===== src/rtl/pipeline_pkg.sv =====
// -----------------------------------------------------------------------------
// pipeline_pkg
// Shared widths, the MEM-stage handshake state encoding and a helper that sizes
// the wait counter of the data-memory handshake.
// No ports (package).
// -----------------------------------------------------------------------------
package pipeline_pkg;

  localparam int DATA_W = 24;
  localparam int REG_W  = 5;

  typedef enum logic [1:0] {
    IDLE = 2'd0,
    REQ  = 2'd1,
    RESP = 2'd2
  } mem_state_t;

  // Width that holds 0..max_wait without wrapping.
  function automatic int wait_cnt_w(input int max_wait);
    return (max_wait < 1) ? 1 : $clog2(max_wait + 1);
  endfunction

endpackage


===== src/rtl/mem_handshake_fsm.sv =====
// -----------------------------------------------------------------------------
// mem_handshake_fsm
// Data-memory req/ack sequencer for the MEM stage. Owns the IDLE/REQ/RESP state,
// the wait counter that bounds a request, the abort (err) flag and the captured
// read data that is handed to the MEM/WB register in RESP.
// Ports:
//   clk        in   rising-edge clock
//   rst        in   asynchronous active-low reset
//   access     in   current M instruction is a load or store
//   req_we     in   latched write flag of the outstanding request
//   mem_ack    in   one-cycle completion pulse from data memory
//   mem_rdata  in   read data, valid with mem_ack
//   state      out  current handshake state
//   stall      out  hold EX/MEM and earlier stages this cycle
//   mem_req    out  data-memory request
//   err        out  outstanding access was aborted (valid in RESP)
//   rdata      out  captured read data (valid in RESP)
// -----------------------------------------------------------------------------
module mem_handshake_fsm
  import pipeline_pkg::*;
#(
  parameter int DATA_W   = pipeline_pkg::DATA_W,
  parameter int MAX_WAIT = 15
) (
  input  logic              clk,
  input  logic              rst,
  input  logic              access,
  input  logic              req_we,
  input  logic              mem_ack,
  input  logic [DATA_W-1:0] mem_rdata,
  output mem_state_t        state,
  output logic              stall,
  output logic              mem_req,
  output logic              err,
  output logic [DATA_W-1:0] rdata
);

  localparam int CNT_W = wait_cnt_w(MAX_WAIT);
  // Counter value seen on the last REQ cycle before an abort.
  localparam logic [CNT_W-1:0] CNT_LAST = CNT_W'(MAX_WAIT - 1);

  mem_state_t        state_reg, state_next;
  logic [CNT_W-1:0]  cnt_reg, cnt_next;
  logic              err_reg, err_next;
  logic [DATA_W-1:0] rdata_reg, rdata_next;
  logic              timeout;

  assign timeout = (cnt_reg == CNT_LAST);

  // State register (plus counter / err / data capture).
  always_ff @(posedge clk or negedge rst) begin
    if (!rst) begin
      state_reg <= IDLE;
      cnt_reg   <= '0;
      err_reg   <= 1'b0;
      rdata_reg <= '0;
    end else begin
      state_reg <= state_next;
      cnt_reg   <= cnt_next;
      err_reg   <= err_next;
      rdata_reg <= rdata_next;
    end
  end

  // Next-state logic.
  always_comb begin
    state_next = state_reg;
    cnt_next   = cnt_reg;
    err_next   = err_reg;
    rdata_next = rdata_reg;
    case (state_reg)
      IDLE: begin
        if (access) begin
          state_next = REQ;
        end
      end
      REQ: begin
        // Ack is checked first so an ack on the timeout edge still completes.
        if (mem_ack) begin
          state_next = RESP;
          rdata_next = req_we ? '0 : mem_rdata;
        end else if (timeout) begin
          state_next = RESP;
          err_next   = 1'b1;
          rdata_next = '0;
        end else begin
          cnt_next = cnt_reg + 1'b1;
        end
      end
      RESP: begin
        state_next = IDLE;
        cnt_next   = '0;
        err_next   = 1'b0;
      end
      default: begin
        state_next = IDLE;
        cnt_next   = '0;
        err_next   = 1'b0;
        rdata_next = '0;
      end
    endcase
  end

  // Output decode: stall depends on state and access only, never on mem_ack,
  // so the upstream hold signal has no path from the memory response.
  always_comb begin
    stall   = 1'b0;
    mem_req = 1'b0;
    case (state_reg)
      IDLE: stall = access;
      REQ: begin
        stall   = 1'b1;
        mem_req = 1'b1;
      end
      default: begin
        stall   = 1'b0;
        mem_req = 1'b0;
      end
    endcase
  end

  assign state = state_reg;
  assign err   = err_reg;
  assign rdata = rdata_reg;

endmodule


===== src/rtl/memory_cycle.sv =====
// -----------------------------------------------------------------------------
// memory_cycle
// MEM stage of the 24-bit pipeline. Latches load/store requests, runs them
// through mem_handshake_fsm, stalls upstream while an access is in flight and
// registers the MEM/WB outputs. ResultW is the combinational writeback value
// that also feeds execute-stage forwarding.
// Ports:
//   clk, rst                      clock / asynchronous active-low reset
//   RegWriteM, MemWriteM,
//   ResultSrcM, RD_M, PCPlus4M,
//   ALU_ResultM, WriteDataM       EX/MEM register outputs
//   StallM                        hold EX/MEM and earlier stages
//   mem_req, mem_we, mem_addr,
//   mem_wdata, mem_ack, mem_rdata data-memory req/ack interface
//   RegWriteW, ResultSrcW, RD_W,
//   PCPlus4W, ALU_ResultW,
//   ReadDataW, MemErrW            MEM/WB register outputs
//   ResultW                       ResultSrcW ? ReadDataW : ALU_ResultW
// -----------------------------------------------------------------------------
module memory_cycle
  import pipeline_pkg::*;
#(
  parameter int DATA_W   = pipeline_pkg::DATA_W,
  parameter int REG_W    = pipeline_pkg::REG_W,
  parameter int MAX_WAIT = 15
) (
  input  logic              clk,
  input  logic              rst,
  input  logic              RegWriteM,
  input  logic              MemWriteM,
  input  logic              ResultSrcM,
  input  logic [REG_W-1:0]  RD_M,
  input  logic [DATA_W-1:0] PCPlus4M,
  input  logic [DATA_W-1:0] ALU_ResultM,
  input  logic [DATA_W-1:0] WriteDataM,
  output logic              StallM,
  output logic              mem_req,
  output logic              mem_we,
  output logic [DATA_W-1:0] mem_addr,
  output logic [DATA_W-1:0] mem_wdata,
  input  logic              mem_ack,
  input  logic [DATA_W-1:0] mem_rdata,
  output logic              RegWriteW,
  output logic              ResultSrcW,
  output logic [REG_W-1:0]  RD_W,
  output logic [DATA_W-1:0] PCPlus4W,
  output logic [DATA_W-1:0] ALU_ResultW,
  output logic [DATA_W-1:0] ReadDataW,
  output logic [DATA_W-1:0] ResultW,
  output logic              MemErrW
);

  logic              access;
  mem_state_t        state;
  logic              hs_err;
  logic [DATA_W-1:0] hs_rdata;
  logic              resp;
  logic              commit_err;
  logic              latch_req;

  logic              mem_we_reg;
  logic [DATA_W-1:0] mem_addr_reg;
  logic [DATA_W-1:0] mem_wdata_reg;

  logic              reg_write_w_reg;
  logic              result_src_w_reg;
  logic [REG_W-1:0]  rd_w_reg;
  logic [DATA_W-1:0] pc_plus4_w_reg;
  logic [DATA_W-1:0] alu_result_w_reg;
  logic [DATA_W-1:0] read_data_w_reg;
  logic              mem_err_w_reg;

  // A store wins when both flags are set: mem_we simply follows MemWriteM.
  assign access     = MemWriteM | ResultSrcM;
  assign resp       = (state == RESP);
  assign commit_err = resp & hs_err;
  assign latch_req  = (state == IDLE) & access;

  mem_handshake_fsm #(
    .DATA_W   (DATA_W),
    .MAX_WAIT (MAX_WAIT)
  ) u_handshake (
    .clk       (clk),
    .rst       (rst),
    .access    (access),
    .req_we    (mem_we_reg),
    .mem_ack   (mem_ack),
    .mem_rdata (mem_rdata),
    .state     (state),
    .stall     (StallM),
    .mem_req   (mem_req),
    .err       (hs_err),
    .rdata     (hs_rdata)
  );

  // Request fields are captured once on entry to REQ and stay stable for the
  // whole handshake, independent of what upstream does with the M inputs.
  always_ff @(posedge clk or negedge rst) begin
    if (!rst) begin
      mem_we_reg    <= 1'b0;
      mem_addr_reg  <= '0;
      mem_wdata_reg <= '0;
    end else if (latch_req) begin
      mem_we_reg    <= MemWriteM;
      mem_addr_reg  <= ALU_ResultM;
      mem_wdata_reg <= WriteDataM;
    end
  end

  // MEM/WB register. A stall cycle inserts a bubble (no write, no error) and
  // leaves the data fields as they were.
  always_ff @(posedge clk or negedge rst) begin
    if (!rst) begin
      reg_write_w_reg  <= 1'b0;
      result_src_w_reg <= 1'b0;
      rd_w_reg         <= '0;
      pc_plus4_w_reg   <= '0;
      alu_result_w_reg <= '0;
      read_data_w_reg  <= '0;
      mem_err_w_reg    <= 1'b0;
    end else if (StallM) begin
      reg_write_w_reg  <= 1'b0;
      mem_err_w_reg    <= 1'b0;
    end else begin
      // An aborted load must not write the register file.
      reg_write_w_reg  <= RegWriteM & ~commit_err;
      result_src_w_reg <= ResultSrcM;
      rd_w_reg         <= RD_M;
      pc_plus4_w_reg   <= PCPlus4M;
      alu_result_w_reg <= ALU_ResultM;
      read_data_w_reg  <= resp ? hs_rdata : '0;
      mem_err_w_reg    <= commit_err;
    end
  end

  assign mem_we      = mem_we_reg;
  assign mem_addr    = mem_addr_reg;
  assign mem_wdata   = mem_wdata_reg;

  assign RegWriteW   = reg_write_w_reg;
  assign ResultSrcW  = result_src_w_reg;
  assign RD_W        = rd_w_reg;
  assign PCPlus4W    = pc_plus4_w_reg;
  assign ALU_ResultW = alu_result_w_reg;
  assign ReadDataW   = read_data_w_reg;
  assign MemErrW     = mem_err_w_reg;

  assign ResultW     = result_src_w_reg ? read_data_w_reg : alu_result_w_reg;

endmodule


===== config.mk =====
export PLATFORM = sky130hd
export DESIGN_NAME = memory_cycle
export DESIGN_NICKNAME = d
export VERILOG_FILES = /design/src/rtl/pipeline_pkg.sv /design/src/rtl/mem_handshake_fsm.sv /design/src/rtl/memory_cycle.sv
export SDC_FILE = /design/constraint.sdc
export NUM_CORES = 1
export LEC_CHECK = 0
export ABC_CLOCK_PERIOD_IN_PS = 1540
export CAP_MARGIN = 25
export CORE_MARGIN = 5
export CORE_UTILIZATION = 36
export CTS_CLUSTER_DIAMETER = 150
export DETAILED_ROUTE_END_ITERATION = 16
export GPL_TIMING_DRIVEN = 0
export HOLD_SLACK_MARGIN = 0.06
export PLACE_DENSITY = 0.72
export SYNTH_ARGS = -nofsm -noshare
export SYNTH_HDL_FRONTEND = slang
export SYNTH_SLANG_ARGS = --single-unit

===== constraint.sdc =====
create_clock -name clk -period 1.54 [get_ports clk]
set_input_delay 0.231 -clock clk [delete_from_list [all_inputs] [get_ports clk]]
set_output_delay 0.231 -clock clk [all_outputs]
set_load 0.03 [all_outputs]

==> flow_summary_export.csv, run 1 <==
group,metric,value,unit
yosys,synth_fp_nets,504,
clock_network,cts_made_buffers,17,
timing,hold_slack,0.249,ns
timing,relSlewSlack,49.4,%
die,core_area,17200,µm²
clock_network,cts.clk_slew.worst_paths,0.06,ns
final_layout,layout-drive-gt1-share,35.5,%
critical_path,arrival,1.61,ns
timing,setup_ws,-0.304,ns
critical_path,startpoint_type,"flop",
die,start_util,36.6,%
timing,min_period_over_period,120,%
outcome,violations,"negative setup slack",
timing,rsz0062_at_grt,"true",
min_path,worstHoldPathType,"in2reg",
power_and_ir_drop,power.total,25.3,mW
clock_network,worstSkewPairLatency,0.41,ns
power_and_ir_drop,p_switching,10.4,mW
yosys,synth.distinct_cells,32,
final_layout,nets,818,
yosys,synth_ff_type,"dfrtp_1",
yosys,postSynth.asyncResetShare,100,%
final_layout,nFillCells,1369,
timing,fmax,542,MHz
timing,tightest_slew,0.759,ns
yosys,synth_seq_cells,160,
min_path,min_to,"mem_we$_DFFE_PN0P_",
global_routing,grt_max_degree,83,
die,die_h,142,µm
yosys,yosys_warnings,0,
power_and_ir_drop,p_sw_share,41.2,%
global_routing,grt_remaining_overflow,0,
yosys,synth_cells,395,
power_and_ir_drop,p_per_area,2460,nW/µm²
clock_network,clockBufferDepth,2,
die,dieArea,20300,µm²
die,fp-row-count,48,
clock_network,cts_root_buf,"clkbuf_16",
critical_path,rr_worst_depth,6,
global_routing,track_usage,18.4,%
final_layout,diodes,0,
global_routing,grt_pass1_wl,28900,µm
yosys,synth-edff-count,0,
outcome,status,"complete, but fails checks",
routing,routed_wl,18800,µm
timing,hold_viol,0,
global_routing,grt_pass1_vias,5079,
critical_path,r2r_slack,-0.02,ns
timing,slew_violations,0,
critical_path,endpoint_kind,"primary output",
power_and_ir_drop,ir_drop,0.00130,V
routing,drtIter0Drc,114,
power_and_ir_drop,power_frac_clock,15.7,%
power_and_ir_drop,power_frac_comb,55.1,%
clock_network,cts_tree,"yes",
routing,routed_via_density,4.92,
routing,drtPass1Iterations,4,
routing,vias,4653,
routing,ant_nets,0,
timing,period_minus_slack,1.84,ns
power_and_ir_drop,p_leak,4.88,nW
timing,setup_viol,32,
yosys,synthesis.area,6310,µm²
critical_path,timing.rr.end,"mem_wdata[7]$_DFFE_PN0P_",
critical_path,cp_data_required_time,1.31,ns
global_routing,antenna_found_initial,0,
final_layout,area_growth,63.4,%
place,gp_congestion,0.766,
critical_path,critPathMaxFanout,7,
critical_path,critical_path_class,"reg2out",
die,die_w,142,µm
routing,drc,0,
min_path,hold_depth,2,
place,io_buffers,261,
min_path,hold_start,"MemWriteM",
place,dp_hpwl,13100,µm
timing,finalClockSkew,0.00941,ns
clock_network,htree_levels,4,
die,io-pin-count,262,
power_and_ir_drop,power.internal,14.9,mW
critical_path,regToRegStartpoint,"u_handshake.state[0]$_DFFE_PN0P_",
yosys,seq_area_frac_synth,63.5,%
power_and_ir_drop,seqPwrFrac,29.1,%
clock_network,cts_sinks,160,
routing,wire_per_inst,19.9,µm
job,drv_cap,0,
yosys,synth.avg_cell_area,16.0,µm²
cell usage after synthesis, types with 2 or more instances:
library cell	instances	area, µm²
or3_1	2	12.5
o21ai_0	2	10.0
a22o_1	49	429
a21oi_1	5	25.0
inv_1	2	7.51
nor2b_1	3	18.8
dfrtp_1	160	4000
nor3_1	2	10.0
buf_6	7	78.8
buf_2	10	50.1
clkbuf_1	3	11.3
mux2_4	4	60.1
buf_4	3	22.5
ha_1	2	25.0
and4b_1	2	20.0
mux2_2	122	1370
nor2_1	2	7.51
layout by cell type (no fill, tap or decap), types with 2 or more instances in the layout:
cell and n:
clkbuf_16 19, a21oi_1 3, nor2b_1 3, clkinv_2 3, o21ai_0 2, buf_4 23
mux2_2 95, a22o_1 49, buf_8 3, a21oi_2 2, buf_6 42, dfrtp_2 2
nor2_4 2, dlygate4sd2_1 127, buf_2 2, clkdlybuf4s50_1 104, clkinvlp_4 3, and4b_1 2
mux2_4 31, inv_6 2, dfrtp_1 158, buf_16 3, buf_12 7, clkinv_4 3
routing by layer:
metal | wire (µm) | global-route usage, % | up-vias
li1 | - | - | 2087
met1 | 7370 | 22.3 | 2349
met2 | 9670 | 31.5 | 178
met3 | 1270 | 4.44 | 39
met4 | 531 | 7.40 | 0
met5 | 0 | 0 | -
stage by stage:
step | instance area [µm²] | util, % | TNS (ns) | cells | setup slack (ns)
floorplan | 6320 | - | 0 | 395 | 0.00354
global placement | 9210 | 53.4 | -1007.75 | 881 | -6.59
detailed placement | 9240 | 53.6 | -50.14 | 882 | -0.891
CTS | 10100 | 58.9 | -6.96 | 940 | -0.312
global route | 10300 | 59.8 | -9.09 | 946 | -0.336
finish | 10300 | 59.8 | -6.59 | 946 | -0.304
power by group through the flow:
stage / logic [mW] / registers (mW) / clock network, mW
floorplan: 4.72 / 10.5 / 0
global placement: 13.2 / 7.40 / 0
detailed placement: 13.4 / 7.52 / 0
CTS: 13.7 / 7.39 / 4.07
global route: 14.7 / 7.66 / 4.25
finish: 14.0 / 7.38 / 3.98
worst max-delay path: stages, from the launching register on:
cell and delay, ns:
dfrtp_2 0.42, clkbuf_16 0.18, buf_12 0.14, mux2_4 0.31, buf_6 0.14
timing repair:
action	4_1_cts	5_1_grt
buffers inserted	22	7
endpoints found under the hold margin	81	0
hold buffers	1	0
pin swaps	7	5
cloned	4	1
endpoints found under the setup margin	301	104
resized for setup	370	31
final cells by class:
cell class	instances	area (µm²)	share of cell area, %
inverter	2	7.51	0.0728
multi-input combinational	209	2270	22.1
sequential	160	4010	38.9
clock inverter	12	111	1.08
timing repair buffer	295	2880	27.9
tap	225	282	2.73
clock buffer	19	443	4.30
buffer	24	305	2.96
how the worst max path moves through the flow:
stage	depth (start not counted)	slack [ns]	to	from
5_1_grt	4	-0.34	ResultW[17]	ResultSrcW$_DFFE_PN0N_
3_3_place_gp	1	-6.59	ResultSrcW$_DFFE_PN0N_	rst
2_1_floorplan	6	0.004	mem_wdata[12]$_DFFE_PN0P_	u_handshake.state[1]$_DFFE_PN0P_
4_1_cts	4	-0.31	ResultW[17]	ResultSrcW$_DFFE_PN0N_
3_5_place_dp	5	-0.89	StallM	ResultSrcM
6_report	4	-0.30	ResultW[17]	ResultSrcW$_DFFE_PN0N_
kinds of logic (layout without fill, tap and decap cells):
kind of cell             Yosys count  in the layout  share of synthesized area, %
AO/OA/AOI/OAI                     61             61                          7.97
adder cells (fa/ha/maj)            2              2                         0.397
buffers and inverters             26            352                          3.02
flip-flops                       160            160                          63.5
multiplexers                     126            126                          22.7
AND/OR/NAND/NOR                   20             20                          2.40
Note: power is estimated with default switching activity, not from simulation.
==> run 2: changes to the inputs <==
MAX_ROUTING_LAYER = met4   (was unset)
==> flow_summary_export.csv, run 2 (same netlist as run 1, synthesis figures left out) <==
group,metric,value,unit
outcome,status,"complete, but fails checks",
outcome,violations,"negative setup slack",
clock_network,worstSkewPairLatency,0.41,ns
routing,vias,4641,
global_routing,grt_pass1_vias,5077,
final_layout,layout_commonest_cell,"dfrtp_1",
global_routing,track_usage,19.0,%
timing,setup_viol,38,
die,core_area,17200,µm²
routing,drtIter0Drc,108,
final_layout,area_growth,63.4,%
clock_network,clockBufferDepth,2,
critical_path,critPathMaxFanout,7,
timing,period_minus_slack,1.84,ns
clock_network,cts.clk_slew.worst_paths,0.06,ns
global_routing,grt_pass1_wl,28900,µm
die,fp-row-count,48,
power_and_ir_drop,p_sw_share,41.3,%
critical_path,crit_start,"ResultSrcW$_DFFE_PN0N_",
job,drv_cap,0,
critical_path,critical_path_class,"reg2out",
global_routing,grt_remaining_overflow,0,
min_path,worstHoldPathType,"in2reg",
clock_network,cts_made_buffers,17,
power_and_ir_drop,power.internal,14.9,mW
power_and_ir_drop,p_switching,10.5,mW
critical_path,startpoint_type,"flop",
die,start_util,36.6,%
critical_path,crit_end,"ResultW[17]",
routing,routed_via_density,4.91,
place,io_buffers,261,
final_layout,nFillCells,1367,
final_layout,nets,818,
place,post-place-ws,-0.891,ns
timing,fin_tns_setup,-6.56,ns
final_layout,final_area,10300,µm²
critical_path,r2r_slack,-0.02,ns
place,dp.cells,882,
final_layout,final_cells,946,
power_and_ir_drop,seqPwrFrac,29.1,%
critical_path,arrival,1.61,ns
power_and_ir_drop,power_frac_clock,15.7,%
global_routing,grt_max_degree,83,
routing,ant_nets,0,
timing,finalClockSkew,0.00798,ns
routing,drtPass1Iterations,4,
routing,drc,0,
timing,hold_viol,0,
final_layout,diodes,0,
timing,relSlewSlack,49.6,%
die,die_w,142,µm
critical_path,endpoint_kind,"primary output",
clock_network,cts_tree,"yes",
critical_path,cp_data_required_time,1.31,ns
die,dieArea,20300,µm²
die,die_h,142,µm
power_and_ir_drop,p_leak,4.88,nW
global_routing,antenna_found_initial,0,
timing,slew_violations,0,
timing,min_period_over_period,120,%
timing,setup_ws,-0.302,ns
power_and_ir_drop,p_per_area,2460,nW/µm²
die,io-pin-count,262,
timing,fmax,543,MHz
timing,tightest_slew,0.756,ns
power_and_ir_drop,ir_drop,0.00129,V
clock_network,htree_levels,4,
place,post_dp_cell_area,9240,µm²
place,gp_congestion,0.777,
place,dp_hpwl,13100,µm
critical_path,timing.rr.end,"mem_wdata[7]$_DFFE_PN0P_",
routing,wire_per_inst,19.9,µm
critical_path,regToRegStartpoint,"u_handshake.state[0]$_DFFE_PN0P_",
timing,rsz0062_at_grt,"true",
final_layout,final_cell_mix,"dfrtp_1, dlygate4sd2_1, clkdlybuf4s50_1, mux2_2, a22o_1",
power_and_ir_drop,power_frac_comb,55.1,%
final_layout,layout-drive-gt1-share,35.5,%
routing,routed_wl,18800,µm
clock_network,cts_sinks,160,
clock_network,cts_root_buf,"clkbuf_16",
critical_path,rr_worst_depth,6,
power_and_ir_drop,power.total,25.4,mW
==> run 2: cell counts in the layout (fill, tap and decap cells not counted) <==
No cell type changed its count.
==> run 2: cell type report <==
| type | instances | area [µm²] | share of cell area [%] |
|---|---|---|---|
| inverter | 2 | 7.51 | 0.0728 |
| timing repair buffer | 295 | 2880 | 27.9 |
| tap | 225 | 282 | 2.73 |
| multi-input combinational | 209 | 2270 | 22.1 |
| buffer | 24 | 305 | 2.96 |
| sequential | 160 | 4010 | 38.9 |
| clock inverter | 12 | 111 | 1.08 |
| clock buffer | 19 | 443 | 4.30 |
==> run 2: worst min-delay path by stage <==
| stage | from | depth (start not counted) | to | slack (ns) |
|---|---|---|---|---|
| after floorplan | rst | 0 | ALU_ResultW[0]$_DFFE_PN0N_ | -0.06 |
| after global placement | u_handshake.rdata[3]$_DFFE_PN0P_ | 1 | ReadDataW[3]$_DFFE_PN0N_ | 0.48 |
| after detailed placement | rst | 1 | mem_wdata[18]$_DFFE_PN0P_ | 0.34 |
| after CTS | RegWriteM | 2 | RegWriteW$_DFF_PN0_ | 0.36 |
| after global routing | MemWriteM | 2 | mem_we$_DFFE_PN0P_ | 0.29 |
| final | MemWriteM | 2 | mem_we$_DFFE_PN0P_ | 0.25 |
==> run 2: what timing repair did <==
action	4_1_cts	5_1_grt
hold endpoints to repair	81	0
setup buffers	22	7
gates resized for setup	370	31
gates cloned	4	1
endpoints found under the setup margin	301	104
hold buffers	1	0
pin swaps	7	5
==> run 2: power groups by stage <==
stage / combinational [mW] / clock (mW) / sequential, mW
CTS: 13.7 / 4.07 / 7.39
detailed placement: 13.4 / 0 / 7.52
global route: 14.7 / 4.25 / 7.66
floorplan: 4.72 / 0 / 10.5
finish: 14.0 / 3.99 / 7.39
global placement: 13.2 / 0 / 7.40
==> run 2: critical path, stage by stage (launching register included) <==
cell and delay [ns]:
dfrtp_2 0.42, clkbuf_16 0.18, buf_12 0.15, mux2_4 0.31, buf_6 0.14
==> run 2: per-stage QoR <==
step	utilization, %	hold WS, ns
final	59.8	0.247
after CTS	58.9	0.364
after global routing	59.8	0.286
after detailed placement	53.6	0.340
after floorplan	-	-0.0646
after global placement	53.4	0.477
==> run 2: metal layers <==
layer | vias to the layer above | global-route usage (%) | wire length (µm) | share of wire, %
met2 | 168 | 31.6 | 9690 | 51
met3 | 33 | 3.73 | 1060 | 5.6
met1 | 2353 | 22.8 | 7580 | 40
met4 | 0 | 7.40 | 507 | 2.7
li1 | 2087 | - | - | -
met5 | - | - | 0 | 0
==> run 3: changes to the inputs <==
--- a/config.mk
+++ b/config.mk
@@ -7,2 +7,3 @@
 export LEC_CHECK = 0
+export ABC_AREA = 1
 export ABC_CLOCK_PERIOD_IN_PS = 1540
@@ -16,3 +17,3 @@
 export MAX_ROUTING_LAYER = met4
-export PLACE_DENSITY = 0.72
+export PLACE_DENSITY = 0.71
 export SYNTH_ARGS = -nofsm -noshare
==> constraint.sdc (replaced) <==
create_clock -name clk -period 1.54 [get_ports clk]
set_input_delay 0.308 -clock clk [delete_from_list [all_inputs] [get_ports clk]]
set_output_delay 0.308 -clock clk [all_outputs]
set_load 0.03 [all_outputs]
==> flow_summary_export.csv, run 3 <==
group,metric,value,unit
outcome,status,"complete, but fails checks",
outcome,violations,"negative setup slack",
global_routing,track_usage,20.7,%
critical_path,worstPathCellList,"clkbuf_16 -> buf_12 -> mux2_2 -> buf_6",
routing,vias,5768,
final_layout,area_growth,57.0,%
routing,drtPass1Iterations,4,
clock_network,cts.clk_slew.worst_paths,0.07,ns
critical_path,r2r_slack,0.06,ns
final_layout,final_cell_mix,"nand2_1, dfrtp_1, clkdlybuf4s50_1, o21ai_0, nand3_1",
yosys,synthesis.area,6490,µm²
yosys,synth_cells,705,
yosys,synthTopCellsByArea,"dfrtp_1, nand2_1, o21ai_0",
global_routing,antenna_found_initial,0,
final_layout,nFillCells,1650,
timing,relSlewSlack,59.3,%
clock_network,clockBufferDepth,2,
yosys,synth_ff_type,"dfrtp_1",
routing,routed_wl,20900,µm
critical_path,crit_buf_inv,3,
place,gp_congestion,0.786,
yosys,synth_top_family_by_area,"simple AND/OR/NAND/NOR gates",
die,die_h,144,µm
critical_path,regToRegStartpoint,"u_handshake.state[1]$_DFFE_PN0P_",
yosys,postSynth.asyncResetShare,100,%
critical_path,cpPeakStageDelay,0.38,ns
critical_path,arrival,1.59,ns
global_routing,grt_pass1_wl,32100,µm
critical_path,rr_worst_depth,8,
global_routing,grt_max_degree,118,
power_and_ir_drop,ir_drop,0.00109,V
min_path,worstHoldPathType,"in2async",
final_layout,diodes,0,
clock_network,cts_made_buffers,17,
power_and_ir_drop,p_per_area,2450,nW/µm²
timing,rsz0062_at_grt,"true",
critical_path,critPathMaxFanout,10,
final_layout,register_area,4010,µm²
critical_path,startpoint_type,"flop",
yosys,synth-compound-area-share,6.17,%
timing,finalClockSkew,0.0105,ns
critical_path,cp_top_family,"buffers and inverters",
die,dieArea,20800,µm²
yosys,synthTopCellsByCount,"nand2_1, dfrtp_1, o21ai_0",
yosys,synth.avg_cell_area,9.21,µm²
yosys,synth_fp_nets,814,
timing,hold_viol,0,
global_routing,grt_use_met2,33.1,%
place,io_buffers,261,
clock_network,cts_tree,"yes",
clock_network,htree_levels,4,
die,core_area,17800,µm²
job,drv_cap,0,
yosys,synth.most_common_cell,"nand2_1",
critical_path,endpoint_kind,"primary output",
place,post-place-ws,-1.11,ns
timing,fmax,528,MHz
yosys,synth_top_area_share,61.7,%
routing,wire_per_inst,16.8,µm
critical_path,timing.rr.end,"ALU_ResultW[17]$_DFFE_PN0N_",
timing,setup_ws,-0.354,ns
yosys,seq_area_frac_synth,61.7,%
yosys,synth_xor_xnor_area_share,0.135,%
power_and_ir_drop,p_leak,5.25,nW
yosys,yosys.area.top_type,"dfrtp_1",
global_routing,met3_usage,4.03,%
timing,setup_viol,26,
yosys,synth_seq_cells,160,
place,dp_hpwl,15500,µm
die,die_w,144,µm
yosys,yosys-mux-area-fraction,4.16,%
timing,tightest_slew,0.611,ns
yosys,synth-edff-count,0,
global_routing,grt_pass1_vias,5807,
routing,routed_via_density,4.64,
routing,ant_nets,0,
final_layout,layout-drive-gt1-share,20.0,%
timing,fin_tns_setup,-8.62,ns
timing,min_period_over_period,123,%
final_layout,nets,1110,
critical_path,critical_path_class,"reg2out",
timing,period_minus_slack,1.89,ns
die,start_util,36.4,%
final_layout,layout_commonest_cell,"nand2_1",
die,fp-row-count,49,
timing,slew_violations,0,
clock_network,cts_sinks,160,
critical_path,cp_data_required_time,1.23,ns
critical_path,cpMaxStageDelayCell,"dfrtp_2",
global_routing,grt_use_met1,26.4,%
clock_network,worstSkewPairLatency,0.42,ns
die,io-pin-count,262,
routing,drc,0,
routing,drtIter0Drc,218,
yosys,synth.distinct_cells,19,
global_routing,grt_remaining_overflow,0,
final_layout,multi_input_area,2130,µm²
yosys,yosys_warnings,0,
yosys,synthAdderAreaFrac,0.386,%
yosys,synth_simple_gate_area_share,21.2,%
global_routing,busiest_layer,"met2",
clock_network,cts_root_buf,"clkbuf_16",
==> run 3: what timing repair did <==
item / CTS / global route
hold endpoints to repair: 43 / 0
cloned: 1 / 0
pin swaps: 2 / 1
endpoints found under the setup margin: 294 / 179
setup buffers: 13 / 2
hold buffers: 1 / 0
resized for setup: 436 / 89
==> run 3: cells by family after synthesis <==
| group | Yosys count |
|---|---|
| and+or+nand+nor | 343 |
| DFF | 160 |
| buffers and inverters | 95 |
| AOI/OAI and AO/OA | 80 |
| muxes | 24 |
| adders and majority gates | 2 |
| xor gates and xnor gates | 1 |
==> run 3: metal layers <==
| metal | up-vias | routed length, µm |
|---|---|---|
| met3 | 29 | 995 |
| met5 | - | 0 |
| met1 | 2751 | 8990 |
| li1 | 2829 | - |
| met2 | 159 | 10400 |
| met4 | 0 | 507 |
==> run 3: layout make-up <==
class                      instances  share of cell area, %
buffer                            39                   3.01
clock buffer                      17                   4.18
clock inverter                    15                   1.65
inverter                          55                   2.12
multi-input combinational        450                   20.9
sequential                       160                   39.3
tap                              229                   2.81
timing repair buffer             278                   26.0
==> run 3: how the worst max path moves through the flow <==
stage / slack, ns / cells after the start / startpoint / to
finish: -0.35 / 4 / ResultSrcW$_DFFE_PN0N_ / ResultW[22]
global route: -0.42 / 4 / ResultSrcW$_DFFE_PN0N_ / ResultW[14]
CTS: -0.38 / 4 / ResultSrcW$_DFFE_PN0N_ / ResultW[22]
detailed placement: -1.11 / 6 / ResultSrcM / StallM
global placement: -7.14 / 1 / rst / ResultSrcW$_DFFE_PN0N_
floorplan: -0.007 / 3 / ResultSrcW$_DFFE_PN0N_ / ResultW[10]
==> run 3: through the flow <==
| stage | std cells | hold slack, ns | util, % | instance area, µm² | total power [mW] |
|---|---|---|---|---|---|
| 5_1_grt | 1243 | 0.375 | 57.1 | 10200 | 26.4 |
| 3_5_place_dp | 1196 | 0.219 | 52.9 | 9430 | 20.7 |
| 4_1_cts | 1242 | 0.354 | 57.4 | 10200 | 25.0 |
| 2_1_floorplan | 705 | 0.0124 | - | 6500 | 14.8 |
| 6_report | 1243 | 0.352 | 57.1 | 10200 | 24.9 |
| 3_3_place_gp | 1195 | 0.453 | 52.7 | 9400 | 20.5 |
==> run 3: report_power, final <==
group          total, mW  switching, mW  internal (mW)
Sequential          7.36           1.28           6.07
Combinational       13.3           8.42           4.92
Clock               4.24           1.92           2.32
Total               24.9           11.6           13.3
